### src/rtl/signal_trig_pkg.sv
// Shared definitions for the level-crossing trigger detector: state encoding
// and slope select constants.
package signal_trig_pkg;

   localparam logic [1:0] ST_IDLE    = 2'd0;
   localparam logic [1:0] ST_SEEK    = 2'd1;
   localparam logic [1:0] ST_ARMED   = 2'd2;
   localparam logic [1:0] ST_HOLDOFF = 2'd3;

   localparam logic SLOPE_RISE = 1'b0;
   localparam logic SLOPE_FALL = 1'b1;

   typedef enum logic [1:0] {
      TS_IDLE    = ST_IDLE,
      TS_SEEK    = ST_SEEK,
      TS_ARMED   = ST_ARMED,
      TS_HOLDOFF = ST_HOLDOFF
   } trig_state_e;

endpackage

### src/rtl/signal_trig_if.sv
// Sample stream feeding the trigger detector: a qualifier plus an unsigned sample.
interface signal_trig_if #(
   parameter int DATA_W = 12
);
   logic              sample_valid;
   logic [DATA_W-1:0] sample_data;

   modport master (output sample_valid, output sample_data);
   modport slave  (input  sample_valid, input  sample_data);
endinterface

### src/rtl/signal_trig_holdoff.sv
// Post-trigger dead-time counter: loads on a fire, counts down to zero, then
// sits at zero and flags it.
module signal_trig_holdoff #(
   parameter int HOLDOFF_W = 24
) (
   input  logic                 clk,
   input  logic                 rst,
   input  logic                 load,
   input  logic                 dec,
   input  logic [HOLDOFF_W-1:0] load_val,
   output logic                 zero
);

   logic [HOLDOFF_W-1:0] hcnt_r;

   // Load takes priority over decrement; the count never wraps below zero.
   always_ff @(posedge clk or negedge rst) begin
      if (!rst) begin
         hcnt_r <= '0;
      end else if (load) begin
         hcnt_r <= load_val;
      end else if (dec && (hcnt_r != '0)) begin
         hcnt_r <= hcnt_r - HOLDOFF_W'(1);
      end else begin
         hcnt_r <= hcnt_r;
      end
   end

   assign zero = (hcnt_r == '0);

endmodule

### src/rtl/signal_trig_detect.sv
// Level-crossing trigger detector: threshold with hysteresis and slope select,
// one-clock trigger pulse, programmable holdoff and a saturating event counter.
module signal_trig_detect
   import signal_trig_pkg::*;
#(
   parameter int DATA_W    = 12,
   parameter int HOLDOFF_W = 24,
   parameter int CNT_W     = 16
) (
   input  logic                 clk,
   input  logic                 rst,
   input  logic                 trig_en,
   input  logic                 trig_slope,
   input  logic [DATA_W-1:0]    trig_level,
   input  logic [DATA_W-1:0]    trig_hyst,
   input  logic [HOLDOFF_W-1:0] holdoff,
   signal_trig_if.slave         smp,
   output logic                 trig_sig_out,
   output logic                 trig_armed,
   output logic [1:0]           trig_state,
   output logic [CNT_W-1:0]     trig_cnt
);

   trig_state_e          state_r, next_s;
   logic                 slope_r;
   logic [DATA_W-1:0]    level_r, hyst_r;
   logic [HOLDOFF_W-1:0] hold_cfg_r;
   logic                 pulse_r, armed_r;
   logic [CNT_W-1:0]     cnt_r;
   logic [DATA_W:0]      diff_s, sum_s;
   logic [DATA_W-1:0]    lo_s, hi_s;
   logic                 pre_s, fire_cond_s;
   logic                 latch_s, fire_s, dec_s, h_zero_s;

   // Band edges in one extra bit so underflow/overflow show up in the top bit.
   always_comb begin
      diff_s = {1'b0, level_r} - {1'b0, hyst_r};
      sum_s  = {1'b0, level_r} + {1'b0, hyst_r};
      if (diff_s[DATA_W]) begin
         lo_s = '0;
      end else begin
         lo_s = diff_s[DATA_W-1:0];
      end
      if (sum_s[DATA_W]) begin
         hi_s = '1;
      end else begin
         hi_s = sum_s[DATA_W-1:0];
      end
   end

   // Pre-condition leaves the far side of the band; fire condition crosses the level.
   always_comb begin
      if (slope_r == SLOPE_RISE) begin
         pre_s       = (smp.sample_data <  lo_s);
         fire_cond_s = (smp.sample_data >= level_r);
      end else begin
         pre_s       = (smp.sample_data >  hi_s);
         fire_cond_s = (smp.sample_data <= level_r);
      end
   end

   // Next-state logic; a disable overrides everything, including a same-cycle fire.
   always_comb begin
      next_s  = state_r;
      latch_s = 1'b0;
      fire_s  = 1'b0;
      dec_s   = 1'b0;
      if (!trig_en) begin
         next_s = TS_IDLE;
      end else begin
         case (state_r)
            TS_IDLE: begin
               next_s  = TS_SEEK;
               latch_s = 1'b1;
            end
            TS_SEEK: begin
               if (smp.sample_valid && pre_s) next_s = TS_ARMED;
               else                           next_s = TS_SEEK;
            end
            TS_ARMED: begin
               if (smp.sample_valid && fire_cond_s) begin
                  next_s = TS_HOLDOFF;
                  fire_s = 1'b1;
               end else begin
                  next_s = TS_ARMED;
               end
            end
            TS_HOLDOFF: begin
               if (h_zero_s) next_s = TS_SEEK;
               else          dec_s  = 1'b1;
            end
            default: next_s = TS_IDLE;
         endcase
      end
   end

   signal_trig_holdoff #(.HOLDOFF_W(HOLDOFF_W)) u_holdoff (
      .clk      (clk),
      .rst      (rst),
      .load     (fire_s),
      .dec      (dec_s),
      .load_val (hold_cfg_r),
      .zero     (h_zero_s)
   );

   // State, latched configuration and registered outputs.
   always_ff @(posedge clk or negedge rst) begin
      if (!rst) begin
         state_r    <= TS_IDLE;
         slope_r    <= 1'b0;
         level_r    <= '0;
         hyst_r     <= '0;
         hold_cfg_r <= '0;
         pulse_r    <= 1'b0;
         armed_r    <= 1'b0;
         cnt_r      <= '0;
      end else begin
         state_r <= next_s;
         pulse_r <= fire_s;
         armed_r <= (next_s == TS_ARMED);
         if (latch_s) begin
            slope_r    <= trig_slope;
            level_r    <= trig_level;
            hyst_r     <= trig_hyst;
            hold_cfg_r <= holdoff;
         end
         if (fire_s && (cnt_r != {CNT_W{1'b1}})) begin
            cnt_r <= cnt_r + CNT_W'(1);
         end
      end
   end

   assign trig_sig_out = pulse_r;
   assign trig_armed   = armed_r;
   assign trig_state   = state_r;
   assign trig_cnt     = cnt_r;

endmodule

### src/flat_wrapper.sv
// flat-port wrapper written by rule: the top's interface ports become plain ports
module signal_trig_detect_flat import signal_trig_pkg::*;
#(
   parameter int DATA_W    = 12,
   parameter int HOLDOFF_W = 24,
   parameter int CNT_W     = 16
)
  (clk, rst, trig_en, trig_slope, trig_level, trig_hyst, holdoff, trig_sig_out, trig_armed, trig_state, trig_cnt, smp_sample_valid, smp_sample_data);
  signal_trig_if #(.DATA_W(DATA_W)) smp_i ();
  input  logic clk;
  input  logic rst;
  input  logic trig_en;
  input  logic trig_slope;
  input  logic [DATA_W-1:0] trig_level;
  input  logic [DATA_W-1:0] trig_hyst;
  input  logic [HOLDOFF_W-1:0] holdoff;
  output logic trig_sig_out;
  output logic trig_armed;
  output logic [1:0] trig_state;
  output logic [CNT_W-1:0] trig_cnt;
  input wire logic [$bits(smp_i.sample_valid)-1:0] smp_sample_valid;
  input wire logic [$bits(smp_i.sample_data)-1:0] smp_sample_data;
  assign smp_i.sample_valid = smp_sample_valid;
  assign smp_i.sample_data = smp_sample_data;
  signal_trig_detect #(.DATA_W(DATA_W), .HOLDOFF_W(HOLDOFF_W), .CNT_W(CNT_W)) u_core (.clk(clk), .rst(rst), .trig_en(trig_en), .trig_slope(trig_slope), .trig_level(trig_level), .trig_hyst(trig_hyst), .holdoff(holdoff), .smp(smp_i), .trig_sig_out(trig_sig_out), .trig_armed(trig_armed), .trig_state(trig_state), .trig_cnt(trig_cnt));
endmodule
### config.mk
export PLATFORM = sky130hd
export DESIGN_NAME = signal_trig_detect_flat
export DESIGN_NICKNAME = d
export VERILOG_FILES = /design/src/rtl/signal_trig_pkg.sv /design/src/rtl/signal_trig_if.sv /design/src/rtl/signal_trig_holdoff.sv /design/src/rtl/signal_trig_detect.sv /design/src/flat_wrapper.sv
export SDC_FILE = /design/constraint.sdc
export NUM_CORES = 1
export LEC_CHECK = 0
export ABC_AREA = 1
export CELL_PAD_IN_SITES_DETAIL_PLACEMENT = 1
export CELL_PAD_IN_SITES_GLOBAL_PLACEMENT = 1
export CORE_MARGIN = 4
export CORE_UTILIZATION = 38
export DETAILED_ROUTE_END_ITERATION = 16
export GPL_TIMING_DRIVEN = 0
export HOLD_SLACK_MARGIN = 0.05
export PLACE_DENSITY_LB_ADDON = 0.05
export SLEW_MARGIN = 20
export SYNTH_ARGS = -nofsm -noshare
export SYNTH_HDL_FRONTEND = slang
export SYNTH_SLANG_ARGS = --single-unit
### constraint.sdc
create_clock -name clk -period 2.7 [get_ports clk]
set_input_delay 0.675 -clock clk [delete_from_list [all_inputs] [get_ports clk]]
set_output_delay 0.675 -clock clk [all_outputs]
set_load 0.02 [all_outputs]
==> results of run 1 <==
[report_power, final]
group / switching (µW) / leakage [µW] / internal (µW)
Clock: 547 / 0.000163 / 859
Combinational: 5080 / 0.00268 / 3990
Sequential: 533 / 0.00113 / 1960
[registers in the layout, indices dropped and copies added (netlist names)]
name	cells
u_core.trig_armed	1
u_core.trig_sig_out	1
u_core.trig_state	2
u_core.trig_cnt	16
u_core.hold_cfg_r	24
u_core.u_holdoff.hcnt_r	24
u_core.level_r	12
u_core.slope_r	1
u_core.hyst_r	12
[critical path: stages (launching register included)]
cell and delay [ns]:
dfrtp_2 0.44, inv_2 0.10, ha_4 0.20, inv_2 0.08, a21oi_4 0.07, o21bai_4 0.22
a31oi_4 0.14, o21ai_4 0.21, xor2_2 0.19, nor2_4 0.06, ha_4 0.26, nand4_1 0.21
nor3_2 0.28, nand2_1 0.09, o211ai_1 0.12, nand2_2 0.11, a21oi_2 0.17, nand2_1 0.09
nand2_1 0.09, nand2_2 0.08, nor2_4 0.14
[timing repair]
item / CTS / global route
pin swaps: 58 / 37
gates cloned: 1 / 2
hold buffers: 0 / 0
gates resized for setup: 127 / 47
setup buffers: 41 / 5
endpoints found under the setup margin: 43 / 63
[cells by family (layout without fill, tap and decap cells)]
group                      count (synthesis)  count (layout)  share of synthesized area
buffers and inverters                    117             265                    0.07298
adders and majority gates                 63              63                     0.1227
DFF                                       93              93                     0.3554
and+or+nand+nor                          331             331                     0.2321
muxes                                     25              25                    0.04299
xor gates and xnor gates                  44              44                    0.05885
AOI/OAI and AO/OA                        127             127                     0.1150
[per-layer routing]
metal | GRT usage | vias to the layer above | routed length [µm]
li1 | - | 2946 | -
met1 | 0.2908 | 3054 | 9775
met2 | 0.3947 | 120 | 10960
met3 | 0.05043 | 22 | 902
met4 | 0.05664 | 0 | 384
met5 | 0 | - | 0
[per-stage QoR]
stage | util | power [µW] | setup TNS (ns)
detailed placement | 0.4635 | 8698 | -32.05
finish | 0.5485 | 12970 | -1.995
global route | 0.5485 | 14030 | -5.246
CTS | 0.5348 | 12240 | -1.376
floorplan | - | 6860 | -0.2719
global placement | 0.4617 | 8368 | -265.50
[cells in the final DEF, fill, tap and decap left out, types with 10 or more instances in the layout]
master / count
o211ai_1: 11
clkbuf_16: 11
a21oi_1: 51
buf_4: 42
a21oi_2: 11
xnor2_1: 12
mux2_2: 25
o21ai_2: 12
nand3_1: 47
clkdlybuf4s50_1: 72
nor2_1: 71
ha_1: 34
nand4_1: 11
nor3_1: 10
ha_4: 24
dfrtp_1: 89
xor2_1: 31
nand2_2: 20
nand2_1: 122
o21ai_0: 11
inv_1: 73
inv_2: 16
[layout make-up]
cell class | count | area share
clock buffers | 12 | 0.02790
plain buffers | 21 | 0.01837
well taps | 220 | 0.02994
repair buffers | 134 | 0.1398
multi-input cells | 590 | 0.4826
flip-flops and latches | 93 | 0.2537
inverters | 94 | 0.04002
clock inverters | 4 | 0.007622
[how the worst max path moves through the flow]
stage | end | depth (start not counted) | slack, ns
6_report | u_core.trig_armed | 20 | -0.74
5_1_grt | u_core.trig_armed | 19 | -0.94
4_1_cts | u_core.trig_armed | 19 | -0.55
2_1_floorplan | u_core.trig_armed | 20 | -0.14
3_5_place_dp | u_core.trig_armed | 20 | -1.19
3_3_place_gp | u_core.trig_cnt[13] | 1 | -2.58
==> metrics.yaml, run 1 <==
status: "complete, but fails checks"
violations_in_the_final_reports: "negative setup slack"
worst_ir_drop_vdd_v: 0.0005341
timing.critical_path.arrival_ns: 3.72
cts_buffers: 9
reg2reg_setup_slack_ns: -0.74
yosys.area.top_type_share: 0.3554
synth_area_leader_cell: "dfrtp_1"
postRouteWirelength_um: 22020
post_synth_most_frequent_cells: "nand2_1, dfrtp_1, inv_1, nor2_1, a21oi_1"
layout.cell_area.non_filler_mm2: 0.009193
layout.nets: 1071
leakage_uw: 0.003970
die_area_mm2: 0.01940
worst_slew_pin_slew_ns: 0.6577
synth.ff_latch_count: 93
power.density_cell_area_mw_per_mm2: 1411
drt_pass1_iterations: 4
syn_area_per_cell_um2: 8.186
regArea_mm2: 0.002332
worst_hold_slack_ns: 0.2215
worst_setup_path_start_kind: "flip-flop"
clk_pin_slew_worst_setup_hold_paths_ns: 0.06
design.portCount: 85
ys_seq_area_frac: 0.3554
yosys.cell_types.count: 44
worst_hold_path_type: "in -> async"
max-cap-violations: 0
multi_input_combinational_cell_area_mm2: 0.004437
first_global_vias: 6894
timing_hold_violations_final: 0
gpl.final_weighted_congestion: 0.9031
timing.rr.end: "u_core.trig_armed"
grt_setup_unrepaired: "yes"
clk_latency_ns: 0.36
timing.final.crit_share: 1.274
setup-violations-final: 3
routed_wire_length_per_instance_um: 18.85
cts.path.max_buffers: 2
cp_data_required_time_ns: 2.98
synth_nets: 928
synth_top_cells_by_area: "dfrtp_1, ha_1, nand2_1"
antenna_found_initial: 0
detail-route-antenna-nets: 0
core_area_mm2: 0.01676
async_set_reset_flop_share_out_of_synthesis: 1.000
chipHeight_um: 139.3
worst_setup_ep_type: "flip-flop"
timing.slew.headroom: 0.5615
flow.area_growth_from_synthesis_pct: 40.37
cts_tree: "built"
detail_route.vias_per_cell: 5.259
drv_slew: 0
tritoncts_num_sinks: 93
grt_start_max_net_pins: 54
die_w_um: 139.3
worstSetupStartpoint: "u_core.hyst_r[1]"
rr_worst_depth: 20
achievable-frequency_mhz: 290.7
share_of_layout_cells_above_drive_strength_1: 0.2806
final_cell_count_no_fill: 1168
n_fill_cell: 1930
grt_util_all_layers: 0.2283
netlist_area_mm2: 0.006549
synth_most_common_cell: "nand2_1"
floorplan.initialDensity: 0.3907
period_needed_ns: 3.440
setup.worst_path.class: "reg -> reg"
cts.root.buffer_cell: "clkbuf_16"
via_count: 6142
portBuffers: 84
dr.first_iter.drc_count: 266
post_synth_edffs: 0
drt_drc_violations_left: 0
synth_top_flop_cell: "dfrtp_1"
post-place-ws_ns: -1.186
crit-reg2reg-launch: "u_core.hyst_r[1]"
worst_case_clock_skew_ns: 0.007834
num_rows: 47
grt_pass1_wl_um: 35510
detailedPlacementHpwl_um: 15720
antenna_cells: 0
cell_count_after_synthesis: 800
critical_path_peak_fanout: 3
synth-warning-count: 0
dp_cells: 1105
final_setup_margin_ns: -0.7404
h_tree_depth_reported_by_cts: 3
overflow: 0
postPlaceCellArea_mm2: 0.007767
No activity file was read; power rests on OpenSTA's default activity.
==> run 2, diff against run 1 <==
--- a/constraint.sdc
+++ b/constraint.sdc
@@ -3,2 +3,2 @@
 set_output_delay 0.675 -clock clk [all_outputs]
-set_load 0.02 [all_outputs]
+set_load 0.05 [all_outputs]
==> results of run 2 <==
Same layout as run 1 (identical final DEF). Status: complete, but fails checks: negative setup slack.
Among the figures that moved: total power 12970 µW -> 13050 µW
